### config.mk
export PLATFORM = sky130hd
export DESIGN_NAME = demod_sched
export DESIGN_NICKNAME = d
export VERILOG_FILES = /design/src/rtl/demod_pkg.sv /design/src/rtl/demod_sched.sv
export SDC_FILE = /design/constraint.sdc
export NUM_CORES = 1
export LEC_CHECK = 0
export BUFFER_PORTS_ARGS = -buffer_cell sky130_fd_sc_hd__clkbuf_2
export CAP_MARGIN = 20
export CORE_ASPECT_RATIO = 0.6
export CORE_MARGIN = 4
export CORE_UTILIZATION = 55
export DETAILED_ROUTE_END_ITERATION = 7
export HOLD_SLACK_MARGIN = 0.15
export PLACE_DENSITY = 0.86
export SYNTH_ARGS = -nofsm -noshare
export SYNTH_HDL_FRONTEND = slang
export SYNTH_SLANG_ARGS = --single-unit
### constraint.sdc
create_clock -name clk -period 4 [get_ports clk]
set_input_delay 0.6 -clock clk [delete_from_list [all_inputs] [get_ports clk]]
set_output_delay 0.6 -clock clk [all_outputs]
set_load 0.005 [all_outputs]
### src/rtl/demod_pkg.sv
// Shared types and constants for the demodulator run scheduler.
package demod_pkg;
  localparam int N_DEMOD = 5;

  localparam logic [2:0] MT_CW  = 3'd0;
  localparam logic [2:0] MT_AM  = 3'd1;
  localparam logic [2:0] MT_FM  = 3'd2;
  localparam logic [2:0] MT_ASK = 3'd3;
  localparam logic [2:0] MT_FSK = 3'd4;
  localparam logic [2:0] MT_PSK = 3'd5;

  localparam logic [1:0] ERR_NONE     = 2'd0;
  localparam logic [1:0] ERR_CLS_TO   = 2'd1;
  localparam logic [1:0] ERR_BAD_TYPE = 2'd2;
  localparam logic [1:0] ERR_DEMOD_TO = 2'd3;

  typedef enum logic [2:0] {
    ST_IDLE, ST_CLASSIFY, ST_SETTLE, ST_MEASURE, ST_REPORT
  } state_t;

  // Demod index (type-1) of the analog paths; their rate field is meaningless.
  function automatic logic is_analog_sel(input logic [2:0] sel);
    return (sel == 3'd0) || (sel == 3'd1);
  endfunction
endpackage

### src/rtl/demod_sched.sv
// Run scheduler: classify, enable one demodulator, mask settling, latch result.
// Optional DEMOD_SCHED_RETRY_EN: first demod timeout re-runs classification once.
module demod_sched
  import demod_pkg::*;
#(
  parameter int SETTLE_CYC      = 8192,
  parameter int TIMEOUT_CYC     = 81920,
  parameter int CLS_TIMEOUT_CYC = 81920,
  parameter int FREQ_W          = 8,
  parameter int RATE_W          = 4
) (
  input  logic                        clk,
  input  logic                        rst,
  input  logic                        start,
  input  logic                        abort,
  output logic                        cls_en,
  input  logic                        cls_done,
  input  logic [2:0]                  cls_type,
  output logic [N_DEMOD-1:0]          demod_en,
  input  logic [N_DEMOD-1:0]          demod_valid,
  input  logic [N_DEMOD*FREQ_W-1:0]   demod_freq,
  input  logic [N_DEMOD*RATE_W-1:0]   demod_rate,
  output logic                        busy,
  output logic                        done,
  output logic                        err,
  output logic [1:0]                  err_code,
  output logic [2:0]                  mod_type,
  output logic [FREQ_W-1:0]           freq,
  output logic [RATE_W-1:0]           rate
);
  localparam int MAX_AB  = (SETTLE_CYC > TIMEOUT_CYC) ? SETTLE_CYC : TIMEOUT_CYC;
  localparam int CNT_MAX = (MAX_AB > CLS_TIMEOUT_CYC) ? MAX_AB : CLS_TIMEOUT_CYC;
  localparam int CNT_W   = $clog2(CNT_MAX + 1);

  state_t               state_q;
  logic [CNT_W-1:0]     cnt_q;
  logic [2:0]           sel_q;
  logic                 cls_en_q, busy_q, done_q, err_q;
  logic [N_DEMOD-1:0]   demod_en_q;
  logic [1:0]           err_code_q;
  logic [2:0]           mod_type_q;
  logic [FREQ_W-1:0]    freq_q;
  logic [RATE_W-1:0]    rate_q;
`ifdef DEMOD_SCHED_RETRY_EN
  logic                 retried_q;
`endif

  always_ff @(posedge clk) begin
    if (rst) begin
      state_q    <= ST_IDLE;
      cnt_q      <= '0;
      sel_q      <= '0;
      cls_en_q   <= 1'b0;
      busy_q     <= 1'b0;
      done_q     <= 1'b0;
      err_q      <= 1'b0;
      demod_en_q <= '0;
      err_code_q <= ERR_NONE;
      mod_type_q <= MT_CW;
      freq_q     <= '0;
      rate_q     <= '0;
`ifdef DEMOD_SCHED_RETRY_EN
      retried_q  <= 1'b0;
`endif
    end else begin
      done_q <= 1'b0;
      err_q  <= 1'b0;
      if (abort) begin
        state_q    <= ST_IDLE;
        cls_en_q   <= 1'b0;
        demod_en_q <= '0;
        busy_q     <= 1'b0;
      end else begin
        case (state_q)
          ST_IDLE: if (start) begin
            state_q  <= ST_CLASSIFY;
            cls_en_q <= 1'b1;
            busy_q   <= 1'b1;
            cnt_q    <= CNT_W'(CLS_TIMEOUT_CYC);
`ifdef DEMOD_SCHED_RETRY_EN
            retried_q <= 1'b0;
`endif
          end
          // Expiry is checked before cls_done so a coincident strobe is a timeout.
          ST_CLASSIFY: if (cnt_q == '0) begin
            state_q    <= ST_IDLE;
            cls_en_q   <= 1'b0;
            busy_q     <= 1'b0;
            err_q      <= 1'b1;
            err_code_q <= ERR_CLS_TO;
          end else begin
            cnt_q <= cnt_q - 1'b1;
            if (cls_done) begin
              cls_en_q <= 1'b0;
              if (cls_type == MT_CW) begin
                state_q    <= ST_REPORT;
                done_q     <= 1'b1;
                mod_type_q <= MT_CW;
                freq_q     <= '0;
                rate_q     <= '0;
              end else if (cls_type <= MT_PSK) begin
                state_q    <= ST_SETTLE;
                sel_q      <= cls_type - 3'd1;
                demod_en_q <= N_DEMOD'(1) << (cls_type - 3'd1);
                cnt_q      <= CNT_W'(SETTLE_CYC);
              end else begin
                state_q    <= ST_IDLE;
                busy_q     <= 1'b0;
                err_q      <= 1'b1;
                err_code_q <= ERR_BAD_TYPE;
              end
            end
          end
          ST_SETTLE: if (cnt_q <= CNT_W'(1)) begin
            state_q <= ST_MEASURE;
            cnt_q   <= CNT_W'(TIMEOUT_CYC);
          end else begin
            cnt_q <= cnt_q - 1'b1;
          end
          ST_MEASURE: if (cnt_q == '0) begin
            demod_en_q <= '0;
`ifdef DEMOD_SCHED_RETRY_EN
            if (!retried_q) begin
              retried_q <= 1'b1;
              state_q   <= ST_CLASSIFY;
              cls_en_q  <= 1'b1;
              cnt_q     <= CNT_W'(CLS_TIMEOUT_CYC);
            end else begin
`else
            begin
`endif
              state_q    <= ST_IDLE;
              busy_q     <= 1'b0;
              err_q      <= 1'b1;
              err_code_q <= ERR_DEMOD_TO;
            end
          end else begin
            cnt_q <= cnt_q - 1'b1;
            if (demod_valid[sel_q]) begin
              state_q    <= ST_REPORT;
              done_q     <= 1'b1;
              mod_type_q <= sel_q + 3'd1;
              freq_q     <= demod_freq[sel_q*FREQ_W +: FREQ_W];
              rate_q     <= is_analog_sel(sel_q) ? '0 : demod_rate[sel_q*RATE_W +: RATE_W];
            end
          end
          ST_REPORT: begin
            state_q    <= ST_IDLE;
            demod_en_q <= '0;
            busy_q     <= 1'b0;
          end
          default: begin
            state_q    <= ST_IDLE;
            cls_en_q   <= 1'b0;
            demod_en_q <= '0;
            busy_q     <= 1'b0;
          end
        endcase
      end
    end
  end

  assign cls_en   = cls_en_q;
  assign demod_en = demod_en_q;
  assign busy     = busy_q;
  assign done     = done_q;
  assign err      = err_q;
  assign err_code = err_code_q;
  assign mod_type = mod_type_q;
  assign freq     = freq_q;
  assign rate     = rate_q;
endmodule

; ---- Word level (Yosys, flattened, before mapping)
; Cells that the tools add are included.
[word_totals]
ff_bits = 49
input_bits = 73
output_inout_bits = 26
word_cells = 136
[classes]
add_sub_neg = 3
n_lt_le_gt_ge = 3
eq_ne = 19
shift = 3
n_mux = 72
bitwise = 6
reduce_logical = 18
[op_table]
columns = op, n
row1 = $mux 17, 7
row2 = $pmux 17 s4, 1
row3 = $mux 8, 5
row4 = $shiftx 40x7->8, 1
row5 = $mux 3, 12
row6 = $mux 5, 5
row7 = $mux 4, 6
row8 = $reduce_and 6->1, 4
row9 = $ne 2x2->1 const B, 10
row10 = $shiftx 20x6->4, 1
row11 = $mux 1, 19
row12 = $le 17x1->1 const B, 1
row13 = $logic_not 17->1, 1
row14 = $sub 17x1->17 const B, 1
row15 = $pmux 8 s2, 1
row16 = $pmux 5 s3, 1
row17 = $mux 2, 6
row18 = $ne 3x3->1 const B, 4
row19 = $pmux 3 s4, 1
row20 = $logic_not 3->1, 3
row21 = $pmux 4 s2, 1
row22 = $reduce_and 7->1, 1
row23 = $eq 3x1->1 const B, 2
row24 = $eq 3x2->1 const B, 2
row25 = 21 further kinds, 28

; ---- Longest topological paths before layout
; Gate-level depths: netlist of run 1.
[logic_depth]
depth_word = 7
depth_mapped = 8
depth_no_buf = 7

; ---- Least setup slack after synthesis of run 1
; OpenSTA, ideal clock, no wires.
[synth_timing]
path_type = reg-to-reg
startpoint = register cnt_q[0]
endpoint = register rate_q[0] (netlist: rate[0])
setup_time_ns = 0.123
arrival_ns = 2.147
required_time_ns = 3.877
setup_slack_ns = 1.730
stages_incl_launch_ff = 8
n_path_buf = 0
period_less_slack_ns = 2.270
path_cell_list = dfxtp_1 -> inv_1 -> ha_1 -> or3b_2 -> or4_4 -> o21ai_2 -> a21oi_2 -> mux2_1
[synth_between]
elab_chain_cells = 3
word_cells_on_any_way = 4
classes_between = eq/ne (2) / reduce/logical (2)
[synth_rtl]
columns = element, line_no
row1 = from (decl), demod_sched.sv:36  ; logic [CNT_W-1:0] cnt_q;
row2 = from (signal assigned), demod_sched.sv:79  ; cnt_q <= CNT_W'(CLS_TIMEOUT_CYC);
row3 = from (signal assigned), demod_sched.sv:92  ; cnt_q <= cnt_q - 1'b1;
row4 = from (signal assigned), demod_sched.sv:105  ; cnt_q <= CNT_W'(SETTLE_CYC);
row5 = $logic_not 17->1 (*), "demod_sched.sv:85, demod_sched.sv:120"
row6 = $ne 2x2->1 (no source line), --
row7 = $reduce_and 7->1 (no source line) (*), --
row8 = to (signal assigned), demod_sched.sv:144  ; rate_q <= is_analog_sel(sel_q) ? '0 : demod_rate[sel_q*RATE_W +: RATE_W];
row9 = to (decl), demod_sched.sv:43  ; logic [RATE_W-1:0] rate_q;
; Every way passes the cells marked *; elsewhere a longest branch is shown, timed or not.
; A chain may end at the register's enable or synchronous reset.

; ---- Final worst setup path of run 1
[layout_timing]
startpoint = register cnt_q[0]
endpoint = register cnt_q[11]
[layout_between]
elab_chain_cells = 6
word_cells_on_any_way = 13
classes_between = add/sub (1) / order compare (1) / eq/ne (2) / mux (7) / reduce/logical (2)
[layout_rtl]
columns = element, line_no
row1 = $sub 17x1->17, "demod_sched.sv:92, demod_sched.sv:118, demod_sched.sv:138"
row2 = $mux 17, demod_sched.sv:101  ; end else if (cls_type <= MT_PSK) begin
row3 = $mux 17, demod_sched.sv:95  ; if (cls_type == MT_CW) begin
row4 = $mux 17, demod_sched.sv:93  ; if (cls_done) begin
row5 = $mux 17, demod_sched.sv:85  ; ST_CLASSIFY: if (cnt_q == '0) begin
row6 = $pmux 17 s4, demod_sched.sv:74  ; case (state_q)
; Several ways; a longest one is shown, not always the timed one. The select of a mux whose other input is x is not followed.

==> run_summary.xml, run 1 <==
<?xml version="1.0" encoding="UTF-8"?>
<metrics>
  <group name="outcome">
    <metric name="status" unit="">completed</metric>
  </group>
  <group name="critical_path">
    <metric name="cp-end-kind" unit="">flop</metric>
    <metric name="worstPathRequired" unit="ns">4.18</metric>
    <metric name="timing.critical_path.fanout_max" unit="">11</metric>
    <metric name="crit_type" unit="">flop to flop</metric>
    <metric name="r2r_slack" unit="ns">1.33</metric>
    <metric name="crit_path_start_kind" unit="">flop</metric>
    <metric name="critPathArrivalTime" unit="ns">2.84</metric>
  </group>
  <group name="pwr">
    <metric name="power.density_cell_area" unit="mW/mm^2">312</metric>
    <metric name="report.power.total" unit="mW">1.14</metric>
    <metric name="p_leak" unit="nW">1.53</metric>
    <metric name="ir_drop" unit="mV">0.202</metric>
  </group>
  <group name="sta">
    <metric name="fmaxAchievable" unit="MHz">375</metric>
    <metric name="period_utilization" unit="%">66.7</metric>
    <metric name="setup_viol" unit="">0</metric>
    <metric name="transition_at_the_pin_with_the_smallest_max_transition_slack" unit="ns">1.06</metric>
    <metric name="timing.final.max_slew_violations" unit="">0</metric>
    <metric name="finalClockSkew" unit="ns">0.00402</metric>
    <metric name="timing.max_slew.rel_slack" unit="%">29.2</metric>
    <metric name="setup_tns" unit="ns">0</metric>
    <metric name="timing.final.hold_violations" unit="">0</metric>
    <metric name="grt_setup_unrepaired" unit="">false</metric>
    <metric name="min_cycle_time_layout" unit="ns">2.67</metric>
    <metric name="hold-worst-slack" unit="ns">0.467</metric>
  </group>
  <group name="logic_synthesis">
    <metric name="ys_seq_elements" unit="">49</metric>
    <metric name="synth.cell_area" unit="sq mm">0.00306</metric>
    <metric name="proportion_of_synthesized_chip_area_in_sequential_cells" unit="%">32.1</metric>
    <metric name="synthesis.yosys.warnings" unit="">0</metric>
    <metric name="syn-mean-instance-area" unit="sq um">8.81</metric>
    <metric name="synth_enable_flop_cells" unit="">0</metric>
    <metric name="postSynthNetCount" unit="">431</metric>
    <metric name="synth_async_sr_flop_share" unit="%">0</metric>
    <metric name="ys.flop_type" unit="">sky130_fd_sc_hd__dfxtp_1</metric>
    <metric name="synth_cell_types" unit="">54</metric>
    <metric name="synthCells" unit="">347</metric>
  </group>
  <group name="clock_network">
    <metric name="tritoncts" unit="">built</metric>
    <metric name="cts-resized-gates" unit="">0</metric>
    <metric name="cts.repair_timing.setup_buffer_count" unit="">0</metric>
    <metric name="root_buffer" unit="">sky130_fd_sc_hd__clkbuf_8</metric>
    <metric name="cts_h_tree_depth" unit="">2</metric>
    <metric name="clk_latency" unit="ns">0.30</metric>
    <metric name="sink_count" unit="">49</metric>
    <metric name="worst_setup_hold_path_clk_slew" unit="ns">0.08</metric>
    <metric name="cts_made_buffers" unit="">5</metric>
    <metric name="cts.path.max_buffers" unit="">2</metric>
    <metric name="cts_hold_buffers" unit="">0</metric>
  </group>
  <group name="die">
    <metric name="die_w" unit="microns">104</metric>
    <metric name="io-pin-count" unit="">99</metric>
    <metric name="core_area" unit="sq mm">0.00520</metric>
    <metric name="row_count" unit="">20</metric>
    <metric name="start_util" unit="%">58.7</metric>
    <metric name="die-area" unit="sq mm">0.00685</metric>
    <metric name="die_h" unit="microns">65.7</metric>
  </group>
  <group name="placement">
    <metric name="place.port_buffers" unit="">98</metric>
    <metric name="place_hpwl" unit="microns">6790</metric>
    <metric name="place_inst" unit="">494</metric>
    <metric name="routabilityCongestion" unit="">0.887</metric>
  </group>
  <group name="layout">
    <metric name="finalNetCount" unit="">519</metric>
    <metric name="finalCoreUtilization" unit="%">70.3</metric>
    <metric name="number_of_standard_cells_in_the_final_layout_excluding_fillers" unit="">501</metric>
    <metric name="most-common-layout-cells" unit="">sky130_fd_sc_hd__clkbuf_2, sky130_fd_sc_hd__dfxtp_1, sky130_fd_sc_hd__nand2_1</metric>
    <metric name="seqCellArea" unit="sq um">981</metric>
    <metric name="fill_cell_count" unit="">421</metric>
    <metric name="drive_above_1_share" unit="%">30.3</metric>
    <metric name="antenna_diodes" unit="">0</metric>
    <metric name="layout-area-overhead-vs-synth" unit="%">19.7</metric>
    <metric name="final_common_cell" unit="">sky130_fd_sc_hd__clkbuf_2</metric>
    <metric name="multi_input_area" unit="sq mm">0.00194</metric>
  </group>
  <group name="routing">
    <metric name="detailedRoute.firstPassIterationCount" unit="">5</metric>
    <metric name="postRouteWirelength" unit="microns">8710</metric>
    <metric name="drt-wirelength-per-cell" unit="microns">17.4</metric>
    <metric name="via_density_per_instance" unit="">6.26</metric>
    <metric name="first_iter_violations" unit="">273</metric>
    <metric name="route.detailed.drc" unit="">0</metric>
    <metric name="via_count" unit="">3135</metric>
    <metric name="drt.antenna.violating_nets" unit="">0</metric>
  </group>
  <group name="global_routing">
    <metric name="global_route_wire_length_before_repair" unit="microns">14200</metric>
    <metric name="global_route_usage_over_all_layers" unit="%">25.8</metric>
    <metric name="grt_max_degree" unit="">21</metric>
    <metric name="initial_antenna_violation_count" unit="">0</metric>
    <metric name="globalRouteOverflowTotal" unit="">0</metric>
    <metric name="via_count_of_the_first_global_routing_pass" unit="">2874</metric>
  </group>
  <group name="worst_hold_path">
    <metric name="hold_path_class" unit="">flop to flop</metric>
  </group>
  <group name="job">
    <metric name="cap_viol_max_count" unit="">0</metric>
  </group>
</metrics>
[logic make-up (layout without fill, tap and decap cells)]
logic type / Yosys count / after routing / synth area share, %
flip-flops: 49 / 49 / 32.1
multiplexers: 30 / 30 / 14.9
AO/OA/AOI/OAI: 84 / 84 / 19.8
XOR/XNOR: 6 / 6 / 1.72
buffers and inverters: 32 / 120 / 4.34
adder cells (fa/ha/maj): 11 / 11 / 4.50
AND/OR/NAND/NOR: 135 / 135 / 22.6
[final timing paths]
check,end,cells after the start,start
worst max-delay path,cnt_q[11],7,cnt_q[0]
worst min-delay path,freq[7],2,freq[7]
worst max register to register,cnt_q[11],7,cnt_q[0]
worst min register to register,freq[7],2,freq[7]
[cells in the mapped netlist, types with 4 or more instances]
master	count	area share [%]
sky130_fd_sc_hd__a211oi_1	9	2.2
sky130_fd_sc_hd__nor2_1	30	3.7
sky130_fd_sc_hd__buf_2	4	0.66
sky130_fd_sc_hd__nor3_1	21	3.4
sky130_fd_sc_hd__or3_1	7	1.4
sky130_fd_sc_hd__mux2_1	4	1.5
sky130_fd_sc_hd__a21oi_1	17	2.8
sky130_fd_sc_hd__o21ai_0	4	0.66
sky130_fd_sc_hd__a22o_1	8	2.3
sky130_fd_sc_hd__xnor2_1	4	1.1
sky130_fd_sc_hd__nand2b_1	7	1.4
sky130_fd_sc_hd__or4_1	8	2.0
sky130_fd_sc_hd__clkbuf_1	16	2.0
sky130_fd_sc_hd__o31ai_1	7	1.7
sky130_fd_sc_hd__nor4_1	5	1.0
sky130_fd_sc_hd__a22oi_1	6	1.5
sky130_fd_sc_hd__nand3_1	7	1.1
sky130_fd_sc_hd__mux2i_1	13	4.3
sky130_fd_sc_hd__a32o_1	4	1.3
sky130_fd_sc_hd__dfxtp_1	49	32
sky130_fd_sc_hd__nor2b_1	7	1.4
sky130_fd_sc_hd__o21ai_1	6	0.98
sky130_fd_sc_hd__nand2_1	32	3.9
sky130_fd_sc_hd__inv_1	10	1.2
sky130_fd_sc_hd__ha_1	11	4.5
sky130_fd_sc_hd__mux4_2	12	8.8
[power breakdown]
| part | internal, mW | switching (mW) |
|---|---|---|
| registers | 0.506 | 0.0246 |
| clock network | 0.137 | 0.153 |
| logic | 0.134 | 0.185 |
| total | 0.777 | 0.362 |
[registers in the layout, summed over array words and instances (netlist names)]
register  count
busy          1
demod_en      5
mod_type      3
err           1
done          1
freq          8
sel_q         3
rate          4
state_q       3
cnt_q        17
cls_en        1
err_code      2
[layer usage]
| layer | wire length, microns | part of all wire, % | global-route usage [%] |
|---|---|---|---|
| met5 | 0 | 0 | 0 |
| met4 | 123 | 1.4 | 6.97 |
| met3 | 855 | 9.8 | 6.87 |
| met2 | 3850 | 44 | 39.7 |
| met1 | 3880 | 45 | 35.9 |
[critical path, cell delays in order, from the launching register on]
cell	delay, ns
sky130_fd_sc_hd__dfxtp_1	0.38
sky130_fd_sc_hd__inv_1	0.09
sky130_fd_sc_hd__ha_1	0.19
sky130_fd_sc_hd__or3b_2	0.56
sky130_fd_sc_hd__or3_1	0.40
sky130_fd_sc_hd__o21ai_1	0.66
sky130_fd_sc_hd__or4_1	0.21
sky130_fd_sc_hd__a21oi_1	0.06
[per-stage QoR]
stage                     area (sq um)  worst slack [ns]
after floorplan                   3060              1.73
after global placement            3570              1.37
after detailed placement          3570              1.25
after CTS                         3660              1.36
after global routing              3660              1.18
final                             3660              1.33
[final cells by class]
type | instances | area share, %
inverter | 10 | 1.03
sequential | 49 | 26.8
clock buffer | 7 | 2.36
multi-input combinational | 266 | 53.1
tap | 66 | 2.26
timing repair buffer | 103 | 14.4
No activity file was read; power rests on OpenSTA's default activity.
==> run 2: changes to the inputs <==
--- a/config.mk
+++ b/config.mk
@@ -9,10 +9,10 @@
 export CAP_MARGIN = 20
 export CORE_ASPECT_RATIO = 0.6
 export CORE_MARGIN = 4
-export CORE_UTILIZATION = 55
+export CORE_UTILIZATION = 51
 export DETAILED_ROUTE_END_ITERATION = 7
 export HOLD_SLACK_MARGIN = 0.15
-export PLACE_DENSITY = 0.86
+export PLACE_DENSITY = 0.8
 export SYNTH_ARGS = -nofsm -noshare
 export SYNTH_HDL_FRONTEND = slang
 export SYNTH_SLANG_ARGS = --single-unit
==> constraint.sdc (replaced) <==
create_clock -name clk -period 2.55 [get_ports clk]
set_input_delay 0.3825 -clock clk [delete_from_list [all_inputs] [get_ports clk]]
set_output_delay 0.3825 -clock clk [all_outputs]
set_load 0.005 [all_outputs]
==> run_summary.xml, run 2 (synthesized netlist as in run 1, its figures left out) <==
<?xml version="1.0" encoding="UTF-8"?>
<metrics>
  <group name="critical_path">
    <metric name="crit_path_start_kind" unit="">flop</metric>
    <metric name="destination_of_the_worst_register_to_register_timing_path" unit="">rate[2]</metric>
    <metric name="critPathArrivalTime" unit="ns">2.64</metric>
    <metric name="r2r_slack" unit="ns">0.10</metric>
    <metric name="worstPathRequired" unit="ns">2.74</metric>
    <metric name="timing.critical_path.fanout_max" unit="">15</metric>
    <metric name="crit_type" unit="">flop to flop</metric>
    <metric name="depth_of_the_most_critical_reg_to_reg_path" unit="">5</metric>
    <metric name="r2r_start" unit="">cnt_q[5]</metric>
    <metric name="cp-end-kind" unit="">flop</metric>
  </group>
  <group name="sta">
    <metric name="setup_viol" unit="">0</metric>
    <metric name="post-route-worst-setup-slack" unit="ns">0.101</metric>
    <metric name="timing.final.max_slew_violations" unit="">0</metric>
    <metric name="finalClockSkew" unit="ns">0.0165</metric>
    <metric name="fmaxAchievable" unit="MHz">408</metric>
    <metric name="timing.max_slew.rel_slack" unit="%">55.5</metric>
    <metric name="transition_at_the_pin_with_the_smallest_max_transition_slack" unit="ns">0.662</metric>
    <metric name="period_utilization" unit="%">96.0</metric>
    <metric name="grt_setup_unrepaired" unit="">false</metric>
    <metric name="timing.final.hold_violations" unit="">0</metric>
    <metric name="setup_tns" unit="ns">0</metric>
    <metric name="min_cycle_time_layout" unit="ns">2.45</metric>
  </group>
  <group name="global_routing">
    <metric name="via_count_of_the_first_global_routing_pass" unit="">2784</metric>
    <metric name="global_route_usage_over_all_layers" unit="%">24.3</metric>
    <metric name="initial_antenna_violation_count" unit="">0</metric>
    <metric name="grt_max_degree" unit="">16</metric>
    <metric name="globalRouteOverflowTotal" unit="">0</metric>
    <metric name="grt_use_met3" unit="%">5.18</metric>
    <metric name="global_route_wire_length_before_repair" unit="microns">14100</metric>
    <metric name="use_met1" unit="%">35.7</metric>
    <metric name="grt_busiest_layer" unit="">met2</metric>
    <metric name="grt_use_met2" unit="%">36.8</metric>
  </group>
  <group name="die">
    <metric name="die_w" unit="microns">108</metric>
    <metric name="die_h" unit="microns">68.0</metric>
    <metric name="io-pin-count" unit="">99</metric>
    <metric name="row_count" unit="">21</metric>
    <metric name="start_util" unit="%">53.8</metric>
    <metric name="core_area" unit="sq mm">0.00568</metric>
    <metric name="die-area" unit="sq mm">0.00733</metric>
  </group>
  <group name="placement">
    <metric name="place.port_buffers" unit="">98</metric>
    <metric name="pre_cts_slack" unit="ns">0.0246</metric>
    <metric name="routabilityCongestion" unit="">0.878</metric>
    <metric name="place_hpwl" unit="microns">7020</metric>
    <metric name="place_inst" unit="">526</metric>
  </group>
  <group name="layout">
    <metric name="regMostFlops" unit="">cnt_q</metric>
    <metric name="max_reg_flops" unit="">17</metric>
    <metric name="layout-area-overhead-vs-synth" unit="%">26.0</metric>
    <metric name="drive_above_1_share" unit="%">33.3</metric>
    <metric name="most-common-layout-cells" unit="">sky130_fd_sc_hd__clkbuf_2, sky130_fd_sc_hd__dfxtp_1, sky130_fd_sc_hd__nand2_1</metric>
    <metric name="finalNetCount" unit="">537</metric>
    <metric name="antenna_diodes" unit="">0</metric>
    <metric name="final_common_cell" unit="">sky130_fd_sc_hd__clkbuf_2</metric>
    <metric name="number_of_standard_cells_in_the_final_layout_excluding_fillers" unit="">534</metric>
    <metric name="fill_cell_count" unit="">498</metric>
  </group>
  <group name="routing">
    <metric name="via_density_per_instance" unit="">5.93</metric>
    <metric name="first_iter_violations" unit="">289</metric>
    <metric name="drt.antenna.violating_nets" unit="">0</metric>
    <metric name="drt-wirelength-per-cell" unit="microns">16.6</metric>
    <metric name="detailedRoute.firstPassIterationCount" unit="">5</metric>
    <metric name="via_count" unit="">3166</metric>
    <metric name="postRouteWirelength" unit="microns">8870</metric>
    <metric name="route.detailed.drc" unit="">0</metric>
  </group>
  <group name="worst_hold_path">
    <metric name="holdPathEnd" unit="">sel_q[0]</metric>
    <metric name="holdPathStages" unit="">2</metric>
    <metric name="hold_path_class" unit="">input pin to flop</metric>
    <metric name="min-delay-start" unit="">cls_type[0]</metric>
  </group>
  <group name="clock_network">
    <metric name="cts_made_buffers" unit="">5</metric>
    <metric name="root_buffer" unit="">sky130_fd_sc_hd__clkbuf_8</metric>
    <metric name="sink_count" unit="">49</metric>
    <metric name="worst_setup_hold_path_clk_slew" unit="ns">0.10</metric>
    <metric name="clk_latency" unit="ns">0.31</metric>
    <metric name="cts.path.max_buffers" unit="">2</metric>
    <metric name="cts_h_tree_depth" unit="">2</metric>
    <metric name="cts.repair_timing.setup_buffer_count" unit="">0</metric>
    <metric name="tritoncts" unit="">built</metric>
  </group>
  <group name="pwr">
    <metric name="seqPwrFrac" unit="%">42.4</metric>
    <metric name="clkPwrFrac" unit="%">29.8</metric>
    <metric name="p_int" unit="mW">1.36</metric>
    <metric name="p_leak" unit="nW">1.63</metric>
    <metric name="power.net_switching" unit="uW">591</metric>
    <metric name="ir_drop" unit="mV">0.272</metric>
    <metric name="power.density_cell_area" unit="mW/mm^2">506</metric>
    <metric name="power.share.switching" unit="%">30.3</metric>
    <metric name="power.share.combinational" unit="%">27.8</metric>
  </group>
  <group name="job">
    <metric name="cap_viol_max_count" unit="">0</metric>
  </group>
  <group name="outcome">
    <metric name="status" unit="">completed</metric>
  </group>
</metrics>
==> run 2: area by class of cell <==
| cell class | count | area (sq um) | area share (%) |
|---|---|---|---|
| tap | 80 | 100 | 2.60 |
| inverter | 10 | 37.5 | 0.975 |
| multi-input combinational | 266 | 1950 | 50.7 |
| timing repair buffer | 121 | 663 | 17.2 |
| clock buffer | 7 | 86.3 | 2.24 |
| clock inverter | 1 | 30.0 | 0.780 |
| sequential | 49 | 981 | 25.5 |
==> run 2: stage by stage <==
stage | instance area, sq um | utilization, % | hold WS [ns] | total power, mW
final | 3850 | 67.8 | 0.332 | 1.95
after global routing | 3850 | 67.8 | 0.353 | 2.05
after CTS | 3840 | 67.7 | 0.338 | 1.94
after detailed placement | 3720 | 65.6 | 0.448 | 1.37
after global placement | 3720 | 65.6 | 0.442 | 1.36
after floorplan | 3060 | - | 0.451 | 1.18
==> run 2: worst max path at each step <==
stage,from,end,slack (ns),depth (start not counted)
2_1_floorplan,cnt_q[0],rate[0],0.28,7
3_3_place_gp,cnt_q[1],rate[1],0.06,7
3_5_place_dp,cnt_q[1],rate[2],0.02,7
4_1_cts,cnt_q[1],rate[2],0.01,7
5_1_grt,cnt_q[5],rate[2],0.02,5
6_report,cnt_q[5],rate[2],0.10,5
==> run 2: repair_timing <==
action / 4_1_cts / 5_1_grt
endpoints found under the setup margin: 0 / 10
hold buffers: 0 / 0
resized for setup: 0 / 2
==> run 2: power by group through the flow <==
| stage | registers (mW) | logic, mW | clock network (mW) |
|---|---|---|---|
| 6_report | 0.826 | 0.542 | 0.581 |
| 4_1_cts | 0.825 | 0.530 | 0.583 |
| 5_1_grt | 0.832 | 0.593 | 0.626 |
| 3_3_place_gp | 0.840 | 0.517 | 0 |
| 2_1_floorplan | 0.836 | 0.344 | 0 |
| 3_5_place_dp | 0.842 | 0.525 | 0 |
==> run 2: critical path: stages, from the launching register on <==
cell	delay, ns
sky130_fd_sc_hd__dfxtp_1	0.37
sky130_fd_sc_hd__or4_1	0.65
sky130_fd_sc_hd__or4_4	0.61
sky130_fd_sc_hd__o21ai_2	0.18
sky130_fd_sc_hd__a21oi_4	0.13
sky130_fd_sc_hd__mux2_1	0.39
==> run 2: routing by layer <==
layer	part of all wire [%]	wire, microns
met5	0	0
met4	1.0	90
met3	7.1	634
met2	44	3930
met1	48	4220
